===== config.mk =====
export PLATFORM = sky130hd
export DESIGN_NAME = pipelined_add_sub
export DESIGN_NICKNAME = d
export VERILOG_FILES = /design/src/rtl/alu_pkg.sv /design/src/rtl/add_seg_stage.sv /design/src/rtl/pipelined_add_sub.sv
export SDC_FILE = /design/constraint.sdc
export NUM_CORES = 1
export LEC_CHECK = 0
export ABC_AREA = 1
export BUFFER_PORTS_ARGS = -buffer_cell sky130_fd_sc_hd__buf_2
export CAP_MARGIN = 20
export CORE_UTILIZATION = 40
export DETAILED_ROUTE_END_ITERATION = 10
export SETUP_SLACK_MARGIN = 0.1
export SYNTH_ARGS = -nofsm -noshare
export SYNTH_HDL_FRONTEND = slang
export SYNTH_SLANG_ARGS = --single-unit

===== constraint.sdc =====
create_clock -name clk -period 3.85 [get_ports clk]
set_input_delay 0.1925 -clock clk [delete_from_list [all_inputs] [get_ports clk]]
set_output_delay 0.1925 -clock clk [all_outputs]
set_load 0.01 [all_outputs]

===== src/rtl/alu_pkg.sv =====
`default_nettype none
// ============================================================================
//  Package     : alu_pkg
//  Description : Shared ALU types and constants: flag bundle, op-mode
//                encodings, default datapath width and flag decode helpers.
//  Revision    : 1.0 - initial release
// ============================================================================
package alu_pkg;

    localparam int   c_default_width = 32;

    // Op-mode encodings (Sub / Signed inputs)
    localparam logic c_op_add        = 1'b0;
    localparam logic c_op_sub        = 1'b1;
    localparam logic c_mode_unsigned = 1'b0;
    localparam logic c_mode_signed   = 1'b1;

    typedef struct packed {
        logic zero;
        logic overflow;
        logic negative;
    } alu_flags_t;

    // Overflow from final carry c, operand MSBs am / bm (bm already inverted
    // for subtract) and the wrapped sum MSB sm.
    function automatic logic calc_overflow(input logic sgn, input logic sub,
                                           input logic c, input logic am,
                                           input logic bm, input logic sm);
        if (sgn == c_mode_signed)
            return (am & bm & ~sm) | (~am & ~bm & sm);
        else if (sub == c_op_sub)
            return ~c;              // borrow
        else
            return c;
    endfunction

    // Sign of the exact, unbounded result.
    function automatic logic calc_negative(input logic sgn, input logic sub,
                                           input logic c, input logic am,
                                           input logic bm, input logic sm);
        if (sgn == c_mode_signed)
            return (am ^ bm) ? sm : am;
        else if (sub == c_op_sub)
            return ~c;              // borrow means A < B
        else
            return 1'b0;
    endfunction

endpackage
`default_nettype wire


===== src/rtl/add_seg_stage.sv =====
`default_nettype none
// ============================================================================
//  Module      : add_seg_stage
//  Description : One carry segment of the pipelined adder. Adds a SEG_WIDTH
//                slice plus carry-in and registers sum, carry-out and valid.
//                All registers hold when i_en is low.
//  Revision    : 1.0 - initial release
// ============================================================================
module add_seg_stage #(
    parameter int SEG_WIDTH = 8
) (
    input  logic                 clk,
    input  logic                 rst,
    input  logic                 i_en,
    input  logic [SEG_WIDTH-1:0] i_a,
    input  logic [SEG_WIDTH-1:0] i_b,
    input  logic                 i_cin,
    input  logic                 i_valid,
    output logic [SEG_WIDTH-1:0] o_sum,
    output logic                 o_cout,
    output logic                 o_valid
);

    logic [SEG_WIDTH:0] w_total;

    assign w_total = {1'b0, i_a} + {1'b0, i_b} + {{SEG_WIDTH{1'b0}}, i_cin};

    // Register the segment sum, its carry-out and the stage valid bit
    always_ff @(posedge clk) begin
        if (rst) begin
            o_sum   <= '0;
            o_cout  <= 1'b0;
            o_valid <= 1'b0;
        end else if (i_en) begin
            {o_cout, o_sum} <= w_total;
            o_valid         <= i_valid;
        end
    end

endmodule
`default_nettype wire


===== src/rtl/pipelined_add_sub.sv =====
`default_nettype none
// ============================================================================
//  Module      : pipelined_add_sub
//  Description : Carry-segmented pipelined adder/subtractor with valid/ready
//                handshake, global stall and Zero/Overflow/Negative flags.
//                Latency is STAGES = WIDTH/SEG_WIDTH cycles.
//                Optional macro ADD_SATURATE_EN adds a Saturate input that
//                clamps S on overflow.
//  Revision    : 1.0 - initial release
// ============================================================================
module pipelined_add_sub
    import alu_pkg::*;
#(
    parameter int WIDTH     = c_default_width,
    parameter int SEG_WIDTH = 8
) (
    input  logic             clk,
    input  logic             reset,
    input  logic             in_valid,
    output logic             in_ready,
    input  logic [WIDTH-1:0] A,
    input  logic [WIDTH-1:0] B,
    input  logic             Signed,
    input  logic             Sub,
`ifdef ADD_SATURATE_EN
    input  logic             Saturate,
`endif
    output logic             out_valid,
    input  logic             out_ready,
    output logic [WIDTH-1:0] S,
    output logic             Zero,
    output logic             Overflow,
    output logic             Negative
);

    localparam int STAGES = WIDTH / SEG_WIDTH;
    localparam int LAST   = STAGES - 1;

    if (WIDTH % SEG_WIDTH != 0) begin : g_width_check
        $error("pipelined_add_sub: WIDTH must be a multiple of SEG_WIDTH");
    end

    logic w_stall;
    logic w_en;

    // The whole pipeline freezes while a finished result is not taken
    assign w_stall  = out_valid & ~out_ready;
    assign w_en     = ~w_stall;
    assign in_ready = ~w_stall;

    for (genvar k = 0; k < STAGES; k++) begin : g_stage
        localparam int IN_W  = WIDTH - k * SEG_WIDTH;                  // operand bits not yet added
        localparam int HI_W  = (k == LAST) ? 1 : IN_W - SEG_WIDTH;     // bits forwarded (MSB only at the end)
        localparam int ACC_W = (k + 1) * SEG_WIDTH;                    // sum bits complete after this stage

        logic [IN_W-1:0]      w_a_in;
        logic [IN_W-1:0]      w_b_in;
        logic                 w_cin;
        logic                 w_vin;
        logic                 w_signed_in;
        logic                 w_sub_in;
        logic [SEG_WIDTH-1:0] w_seg_sum;
        logic                 w_cout;
        logic                 w_vout;
        logic [ACC_W-1:0]     w_sum_acc;
        logic [HI_W-1:0]      r_a_hi;
        logic [HI_W-1:0]      r_b_hi;
        logic                 r_signed;
        logic                 r_sub;
`ifdef ADD_SATURATE_EN
        logic                 w_sat_in;
        logic                 r_sat;
`endif

        if (k == 0) begin : g_first
            // B is inverted and Sub is the carry-in, giving A + ~B + 1
            assign w_a_in      = A;
            assign w_b_in      = B ^ {WIDTH{Sub}};
            assign w_cin       = Sub;
            assign w_vin       = in_valid & in_ready;
            assign w_signed_in = Signed;
            assign w_sub_in    = Sub;
`ifdef ADD_SATURATE_EN
            assign w_sat_in    = Saturate;
`endif
            assign w_sum_acc   = w_seg_sum;
        end else begin : g_next
            logic [k*SEG_WIDTH-1:0] r_lo;

            assign w_a_in      = g_stage[k-1].r_a_hi;
            assign w_b_in      = g_stage[k-1].r_b_hi;
            assign w_cin       = g_stage[k-1].w_cout;
            assign w_vin       = g_stage[k-1].w_vout;
            assign w_signed_in = g_stage[k-1].r_signed;
            assign w_sub_in    = g_stage[k-1].r_sub;
`ifdef ADD_SATURATE_EN
            assign w_sat_in    = g_stage[k-1].r_sat;
`endif
            assign w_sum_acc   = {w_seg_sum, r_lo};

            // Carry the already-finished low sum slices alongside the op
            always_ff @(posedge clk) begin
                if (reset)
                    r_lo <= '0;
                else if (w_en)
                    r_lo <= g_stage[k-1].w_sum_acc;
            end
        end

        if (k == LAST) begin : g_msb
            // Final stage keeps only the operand MSBs needed by the flags
            always_ff @(posedge clk) begin
                if (reset) begin
                    r_a_hi <= '0;
                    r_b_hi <= '0;
                end else if (w_en) begin
                    r_a_hi <= w_a_in[IN_W-1];
                    r_b_hi <= w_b_in[IN_W-1];
                end
            end
        end else begin : g_hi
            // Forward the operand bits that later stages still have to add
            always_ff @(posedge clk) begin
                if (reset) begin
                    r_a_hi <= '0;
                    r_b_hi <= '0;
                end else if (w_en) begin
                    r_a_hi <= w_a_in[IN_W-1:SEG_WIDTH];
                    r_b_hi <= w_b_in[IN_W-1:SEG_WIDTH];
                end
            end
        end

        // Delay the op-mode bits with the data
        always_ff @(posedge clk) begin
            if (reset) begin
                r_signed <= 1'b0;
                r_sub    <= 1'b0;
`ifdef ADD_SATURATE_EN
                r_sat    <= 1'b0;
`endif
            end else if (w_en) begin
                r_signed <= w_signed_in;
                r_sub    <= w_sub_in;
`ifdef ADD_SATURATE_EN
                r_sat    <= w_sat_in;
`endif
            end
        end

        add_seg_stage #(
            .SEG_WIDTH (SEG_WIDTH)
        ) u_seg (
            .clk     (clk),
            .rst     (reset),
            .i_en    (w_en),
            .i_a     (w_a_in[SEG_WIDTH-1:0]),
            .i_b     (w_b_in[SEG_WIDTH-1:0]),
            .i_cin   (w_cin),
            .i_valid (w_vin),
            .o_sum   (w_seg_sum),
            .o_cout  (w_cout),
            .o_valid (w_vout)
        );
    end

    logic [WIDTH-1:0] w_wrapped;
    logic [WIDTH-1:0] w_result;
    logic             w_ovf;
    logic             w_neg;
    alu_flags_t       w_flags;

    assign w_wrapped = g_stage[LAST].w_sum_acc;

    // Flags decoded from the final stage registers, so they are stable while stalled
    assign w_ovf = calc_overflow(g_stage[LAST].r_signed, g_stage[LAST].r_sub,
                                 g_stage[LAST].w_cout, g_stage[LAST].r_a_hi[0],
                                 g_stage[LAST].r_b_hi[0], w_wrapped[WIDTH-1]);
    assign w_neg = calc_negative(g_stage[LAST].r_signed, g_stage[LAST].r_sub,
                                 g_stage[LAST].w_cout, g_stage[LAST].r_a_hi[0],
                                 g_stage[LAST].r_b_hi[0], w_wrapped[WIDTH-1]);

`ifdef ADD_SATURATE_EN
    // Clamp the result toward the side the exact result overflowed to
    always_comb begin
        w_result = w_wrapped;
        if (g_stage[LAST].r_sat && w_ovf) begin
            if (g_stage[LAST].r_signed == c_mode_signed)
                w_result = w_neg ? {1'b1, {(WIDTH-1){1'b0}}} : {1'b0, {(WIDTH-1){1'b1}}};
            else if (g_stage[LAST].r_sub == c_op_sub)
                w_result = '0;
            else
                w_result = '1;
        end
    end
`else
    assign w_result = w_wrapped;
`endif

    assign w_flags = '{zero:     (w_result == '0) & ~w_ovf,
                       overflow: w_ovf,
                       negative: w_neg};

    // Flags read as 0 when no result is present (including just after reset)
    assign out_valid = g_stage[LAST].w_vout;
    assign S         = w_result;
    assign Zero      = w_flags.zero     & out_valid;
    assign Overflow  = w_flags.overflow & out_valid;
    assign Negative  = w_flags.negative & out_valid;

endmodule
`default_nettype wire


After elaboration in Yosys (flattened, before gate mapping)
Cells that the tools add are included.

$add $sub $neg: 8. Muxes and demuxes: 5. Bitwise logic cells: 20. Reduce and logical (&&, ||, !) cells: 1.

Operator list (number): 8-bit by 8-bit adder with 9-bit output (4); 9-bit by 1-bit adder with 9-bit output (4); 32-bit logical NOT (1); 32-bit XOR (1); 1-bit bitwise AND (10); 1-bit NOT (7); 1-bit two-way mux (5); 1-bit OR (1); 1-bit XOR (1).

Flip-flop bits (word level): 194. Input port bits: 70. Output and inout port bits: 37. Logic and storage cells: 65.

Longest topological paths before layout
Gate-level depths: netlist of the first run.

Word-level depth: 8. Gate-level depth with buffers: 14. Depth with buffers taken out: 12.

Modules after synthesis
Synthesis of the first run repeated with hierarchy kept, for this count alone.

Cell total of the unflattened synthesis: 1166. Area total of the unflattened synthesis: 8743.4 µm².

By module, submodules not included: pipelined_add_sub (instances 1, cells each 742, area an instance 5805.6 µm², seq. area each 3083.0 µm²); add_seg_stage (g_stage[0].u_seg ...) (instances 2, cells each 106, area an instance 737.0 µm², seq. area each 200.2 µm²); add_seg_stage (g_stage[2].u_seg ...) (instances 2, cells each 106, area an instance 732.0 µm², seq. area each 200.2 µm²).

Worst setup path after synthesis of the first run
No wires, ideal clock.

Path type: input-to-reg. From: in Sub. To: reg g_stage[0].u_seg.o_sum[6]. Setup time: 0.109 ns. Data arrival time: 1.702 ns. Required time: 3.741 ns. Setup slack: 2.039 ns. Stages on the path: 10. Path buffers: 2. Path through: buf_2 buf_2 xnor2_1 fa_1 o21ai_0 nand2_1 nand3_1 nand3_1 nand2_1 inv_1.

Longest elaborated chain between the ends: 3.

RTL lines: start, declared (line pipelined_add_sub.sv:24) `input logic Sub,`; 32-bit XOR (line pipelined_add_sub.sv:78) `assign w_b_in = B ^ {WIDTH{Sub}};`; 8-bit by 8-bit adder with 9-bit output (line add_seg_stage.sv:26) `assign w_total = {1'b0, i_a} + {1'b0, i_b} + {{SEG_WIDTH{1'b0}}, i_cin};`; 9-bit by 1-bit adder with 9-bit output * (line add_seg_stage.sv:26); end signal, assigned (line add_seg_stage.sv:35) `{o_cout, o_sum} <= w_total;`; end, declared (line add_seg_stage.sv:19) `output logic [SEG_WIDTH-1:0] o_sum,`.

Every way passes the cells marked *; elsewhere a longest branch is shown, timed or not. A chain may end at the register's enable or synchronous reset.

Final worst setup path of the first run
From: reg g_stage[3].u_seg.o_valid. To: out in_ready.

Longest elaborated chain between the ends: 2.

RTL lines: start, declared (line add_seg_stage.sv:21) `output logic o_valid`; start signal, assigned (line add_seg_stage.sv:36) `o_valid <= i_valid;`; 1-bit bitwise AND (line pipelined_add_sub.sv:47) `assign w_stall = out_valid & ~out_ready;`; 1-bit NOT (line pipelined_add_sub.sv:49) `assign in_ready = ~w_stall;`; end, declared (line pipelined_add_sub.sv:20) `output logic in_ready,`.

No other way between the ends.

==> run summary, run 1 <==
Mapped Nets: 1213
dominant cells by area after synthesis: dfxtp_1 46%, nor2_1 12%, o21ai_0 11%
top-count cell post-synth: nor2_1
Antenna Nets Post-Route: 0
Post-Syn Instances: 1105
post-synthesis mux area share: 0%
io pins: 107
wire length per cell: 12.1 um
final setup skew: 8.44 ps
ratio of cells with drive above 1 in the final layout: 12.6%
Chip Height: 148 um
Post-Synth Adder-Cell Area: 6.21%
CTS buffer count: 17
Final #Nets: 1290
row count: 52
Mapped Area: 8510 um2
Worst EP arrival: 2160 ps
core region area: 20600 um2
pwr/cell area: 467 nW/um2
Residual DRC: 0
crit path time final: 2350 ps
Clock transition at path regs: 80 ps
Hold Crit Class: in -> reg
CTS H-Tree Depth: 4
Tightest Pin Transition: 883 ps
worst-path fanout max: 127
non-filler instance count after layout: 1466
Synth Register Bits: 194
Max IR drop VDD: 0.275 mV
yosys synthesis warning count: 0
clk root buf: clkbuf_16
LEAKAGE: 4.92 nW
Final Util: 47.5%
final setup violation count: 0
Yosys top cell area share: 45.6%
Max Cap Viol: 0
Main synth FF type: dfxtp_1
fmax: 426 MHz
kind of critical path: reg -> out
Die Width: 148 um
routed vias: 6956
sequential-to-total area share from yosys stat: 45.6%
largest area contributor in the netlist: dfxtp_1
Die ar.: 21900 um2
post-CTS setup buffer count: 0
clock sinks: 194
count of pins over their slew limit: 0
Post-synth EDFFs: 0
Post-Synth Simple-Gate Area: 19.1%
largest net degree at the start of global routing: 153
Worst Path Required: 3660 ps
WL final: 17700 um
Clk Latency, worst-skew pair: 430 ps
Synth top cells by count: 278 x nor2_1, 194 x dfxtp_1, 179 x o21ai_0
CP endpoint kind: output port
syn avg cell area: 7.70 um2
Final WS setup: 1500 ps
Iter 0 DRT Violations: 370
ys async rst share: 0%
worst slack, placed: 1930 ps
post-synthesis xor/xnor area fraction: 4.22%
routability cong.: 0.781
antenna violations before repair: 0
vias in the first global route: 6184
HPWL Detailed: 11900 um
largest family of logic cells by synthesized area: simple AND/OR/NAND/NOR gates
count of cell types in the netlist: 25
P&R area growth vs syn: 14.8%
port buffer count: 106
Hold Vio Cnt, Final: 0
Slew headroom: 41.1%
post-synthesis compound-gate area fraction: 16.6%
cell count after placement: 1423
Total GRT Usage: 16.9%
Initial Util: 41.4%
Overflow after GRT: 0
CTS tree: built
TritonRoute pass-1 iters: 4
crit start category: flip-flop
vias per std cell: 4.74
status: finished, final reports clean
Clock Path Buffers: 2
final worst-path cycle share: 61.0%
Setup TNS: 0 ps
unrepaired setup endpoints after global routing: false
first-pass GRT wire length: 29900 um
[worst max-delay path, stage by stage, from the launching register on]
cell and delay (ps):
dfxtp_1 350, inv_2 90, nor2_4 50, inv_6 590, buf_4 390, buf_2 180
[cell usage in the layout (no fill, tap or decap), types with 17 or more instances in the layout]
| cell | n |
|---|---|
| nand3_1 | 40 |
| nand2_1 | 84 |
| ha_1 | 31 |
| clkbuf_16 | 17 |
| inv_1 | 76 |
| buf_2 | 106 |
| a21oi_1 | 62 |
| dfxtp_1 | 194 |
| nor2_1 | 278 |
| xnor2_1 | 26 |
| o21ai_0 | 179 |
[cell type report]
cell class,instances,area (um2)
fillers,2136,10800
multi-input cells,765,3930
flip-flops and latches,194,3880
repair buffers,125,711
clock buffers,17,425
well taps,270,338
inverters,79,304
clock inverters,15,176
diodes,1,2.50
[what timing repair did]
item,4_1_cts,5_1_grt
endpoints found under the hold margin,10,0
gates resized for setup,0,0
hold buffers,10,0
[power breakdown]
group	leakage [nW]	switching (mW)	internal, mW
registers	1.60	0.0900	2.16
clock network	0.296	0.889	0.889
logic	3.02	0.306	0.226
[sequential cells by signal, summed over array words and instances (netlist names)]
register and cells:
g_stage.u_seg.o_valid 4, g_stage.r_a_hi 49, g_stage.r_b_hi 49, g_stage.u_seg.o_sum 32
g_stage.u_seg.o_cout 4, g_stage.r_sub 4, g_stage.g_next.r_lo 48, g_stage.r_signed 4
[per-stage QoR]
step	power, mW	hold WS [ps]	area, um2
after floorplan	2.66	262	8510
after global placement	2.82	444	9060
final	4.56	16.4	9770
after detailed placement	2.83	451	9060
after global routing	4.82	9.77	9770
after CTS	4.62	0.195	9770
[logic make-up after synthesis]
logic type / after synthesis
buffers and inverters: 146
adder cells (fa/ha/maj): 38
AND/OR/NAND/NOR: 412
AO/OA/AOI/OAI: 274
flip-flops: 194
XOR/XNOR: 41
[final timing paths]
check / cells past startpoint / from / to / slack, ps
worst min register to register: 2 / g_stage[0].r_b_hi[12]$_SDFFE_PP0N_ / g_stage[1].r_b_hi[4]$_SDFFE_PP0N_ / 460
worst min-delay path: 3 / A[24] / g_stage[0].r_a_hi[16]$_SDFFE_PP0N_ / 20
worst max register to register: 7 / g_stage[3].u_seg.o_valid$_SDFFE_PP0N_ / g_stage[0].u_seg.o_sum[4]$_SDFFE_PP0N_ / 1940
worst max-delay path: 5 / g_stage[3].u_seg.o_valid$_SDFFE_PP0N_ / in_ready / 1500
[per-layer routing]
layer,wire length [um],global-route usage [%],vias to the layer above
li1,-,-,3758
met1,9680,25.2,3070
met2,7180,24.7,119
met3,720,3.49,9
met4,141,4.18,0
met5,0,0,-
Power figures use the tool's default switching activity.
==> run 2: changes to the inputs <==
- ABC_AREA: 1 -> 0
- clock period: 3.85 -> 2.15 ns (I/O delays scaled with it)
==> run 2 against run 1 <==
  * Via count increased by 4.1%
  * Hold slack got worse by 2.2 ps
  * Critical endpoint is now g_stage[0].r_a_hi[2]$_SDFFE_PP0N_
  * Count of clock-buffer cells in the layout increased by 7
  * Cell count decreased by 1.0%
  * Core utilization increased by 2.8 points
  * Clock skew increased by 4.7 ps
  * Critical path depth increased by 1
  * Synthesized cell count decreased by 5.2%
==> run summary, run 2 <==
most frequent cells in the layout: 294 x nand2_1, 194 x dfxtp_1, 162 x a21oi_1, 105 x buf_2, 50 x dlygate4sd3_1
Hold Crit Class: in -> reg
sequential-to-total area share from yosys stat: 45.9% (+0.26 points)
Post-Syn Instances: 1047 (-5.2%)
Worst Hold Slack: 14.1 ps (-2.22 ps)
vias per std cell: 4.99 (+5.2%)
Initial Util: 41.3% (-0.10 points)
Mapped Area: 8460 um2 (-0.56%)
cell count after placement: 1369 (-3.8%)
CP endpoint kind: flip-flop
dominant cells by area after synthesis: dfxtp_1 46%, nand2_1 13%, a21oi_1 9.6%
row count: 52 (unchanged)
core region area: 20500 um2 (-0.32%)
worst-path fanout max: 23 (-82%)
largest area contributor in the netlist: dfxtp_1
Clk Latency, worst-skew pair: 440 ps (about the same)
kind of critical path: reg -> reg
port buffer count: 106 (unchanged)
Clock transition at path regs: 70 ps (about the same)
Slew headroom: 56.0% (+15 points)
pwr/cell area: 771 nW/um2 (+65%)
Residual DRC: 0 (unchanged)
vias in the first global route: 6672 (+7.9%)
fmax: 510 MHz
antenna violations before repair: 0 (unchanged)
CTS H-Tree Depth: 4 (unchanged)
final worst-path cycle share: 91.2%
worst stage delay on the critical path: 560 ps (-30 ps)
Chip Height: 147 um (-0.28%)
routed vias: 7242 (+4.1%)
CTS tree: built
HPWL Detailed: 13600 um (+14%)
crit path time final: 1960 ps
non-filler instance count after layout: 1451 (-1.0%)
wire length per cell: 13.8 um (+14%)
Tightest Pin Transition: 660 ps (-223 ps)
P&R area growth vs syn: 21.8%
ys async rst share: 0% (unchanged)
worst-path cell chain: nor2b_4, inv_6, buf_4, nand2_1, a21oi_1, dlygate4sd3_1
unrepaired setup endpoints after global routing: false
syn avg cell area: 8.08 um2 (+4.9%)
Worst EP arrival: 2280 ps (+120 ps)
Setup TNS: 0 ps (unchanged)
clock sinks: 194 (unchanged)
ANT cells: 0 (-1)
Clock Path Buffers: 2 (unchanged)
count of cell types in the netlist: 44 (+76%)
Total GRT Usage: 19.1% (+2.2 points)
ratio of cells with drive above 1 in the final layout: 13.7% (+1.1 points)
Die Width: 147 um (-0.28%)
count of pins over their slew limit: 0 (unchanged)
io pins: 107 (unchanged)
largest net degree at the start of global routing: 127 (-17%)
biggest regs: g_stage.r_a_hi (49), g_stage.r_b_hi (49), g_stage.g_next.r_lo (48)
Antenna Nets Post-Route: 0 (unchanged)
top-count cell post-synth: nand2_1
status: finished, final reports clean
Final #Nets: 1276 (-1.1%)
Hold Vio Cnt, Final: 0 (unchanged)
Post-synth EDFFs: 0 (unchanged)
final setup skew: 13.1 ps (+4.70 ps)
WL final: 20000 um (+13%)
Iter 0 DRT Violations: 561 (+52%)
Yosys top cell area share: 45.9% (+0.26 points)
Max stage delay cell, worst path: dlygate4sd3_1
crit start category: flip-flop
Worst Path Required: 2470 ps (-1190 ps)
yosys synthesis warning count: 0 (unchanged)
final setup violation count: 0 (unchanged)
CTS buffer count: 17 (unchanged)
Die ar.: 21700 um2 (-0.55%)
Max IR drop VDD: 0.531 mV (+93%)
LEAKAGE: 4.22 nW (-14%)
clk root buf: clkbuf_16
Synth top cells by count: 294 x nand2_1, 194 x dfxtp_1, 162 x a21oi_1
first-pass GRT wire length: 33700 um (+13%)
Overflow after GRT: 0 (unchanged)
Synth Register Bits: 194 (unchanged)
Mapped Nets: 1155 (-4.8%)
routability cong.: 0.835 (+6.9%)
Max Cap Viol: 0 (unchanged)
post-CTS setup buffer count: 0 (unchanged)
most common cell after layout, fill and taps aside: nand2_1
Main synth FF type: dfxtp_1
TritonRoute pass-1 iters: 4 (unchanged)
==> run 2: final timing paths <==
check | startpoint | endpoint | slack (ps) | depth (start not counted)
hold reg to reg | g_stage[2].g_next.r_lo[8]$_SDFFE_PP0N_ | g_stage[2].g_next.r_lo[8]$_SDFFE_PP0N_ | 450 | 2
setup / recovery | g_stage[3].u_seg.o_valid$_SDFFE_PP0N_ | g_stage[0].r_a_hi[2]$_SDFFE_PP0N_ | 190 | 6
setup reg to reg | g_stage[3].u_seg.o_valid$_SDFFE_PP0N_ | g_stage[0].r_a_hi[2]$_SDFFE_PP0N_ | 190 | 6
hold / removal | B[0] | g_stage[0].u_seg.o_sum[0]$_SDFFE_PP0N_ | 10 | 3
==> run 2: layer usage <==
metal	share of wire (%)	vias to the layer above	track usage (%)
li1	-	3810	-
met1	53	3263	29.0
met2	41	151	27.5
met3	4.0	18	3.33
met4	1.2	0	5.57
met5	0	-	0
==> run 2: final cells by class <==
type / instances / area [um2]
clock buffer: 24 / 492
multi-input combinational: 759 / 4210
tap: 270 / 338
clock inverter: 8 / 77.6
inverter: 22 / 87.6
sequential: 194 / 3880
fill: 2008 / 10200
timing repair buffer: 174 / 1220
==> run 2: logic make-up (layout without fill, tap and decap cells) <==
group,count (synthesis),in the layout,synth area share (%)
xor gates and xnor gates,32,32,3.31
muxes,3,3,0.414
buffers and inverters,94,228,4.47
AOI/OAI and AO/OA,262,262,18.5
and+or+nand+nor,424,424,21.2
DFF,194,194,45.9
adders and majority gates,38,38,6.24
==> run 2: what timing repair did <==
action / CTS / global route
hold buffers: 50 / 0
setup endpoints to repair: 0 / 1
endpoints found under the hold margin: 49 / 0
gates resized for setup: 0 / 2
==> run 2: power breakdown <==
group          leakage, nW  internal [mW]  switching (mW)
Sequential            1.59           3.82           0.142
Combinational         2.35          0.442           0.497
Clock                0.276           1.72            1.32
Total                 4.22           5.98            1.96
==> run 2: worst max-delay path: cells and delay by family, from the launching register on <==
family	cells	cell delay [ps]
buffers and inverters	3	890
and+or+nand+nor	2	480
DFF	1	410
AOI/OAI and AO/OA	1	70
==> run 2: through the flow <==
| step | area, um2 | total power [mW] | util (%) | worst slack [ps] |
|---|---|---|---|---|
| 3_5_place_dp | 9230 | 4.91 | 45.0 | 231 |
| 2_1_floorplan | 8460 | 4.61 | - | 235 |
| 5_1_grt | 10300 | 8.31 | 50.3 | 106 |
| 4_1_cts | 10300 | 8.02 | 50.2 | 143 |
| 3_3_place_gp | 9230 | 4.90 | 45.0 | 274 |
| 6_report | 10300 | 7.95 | 50.3 | 189 |
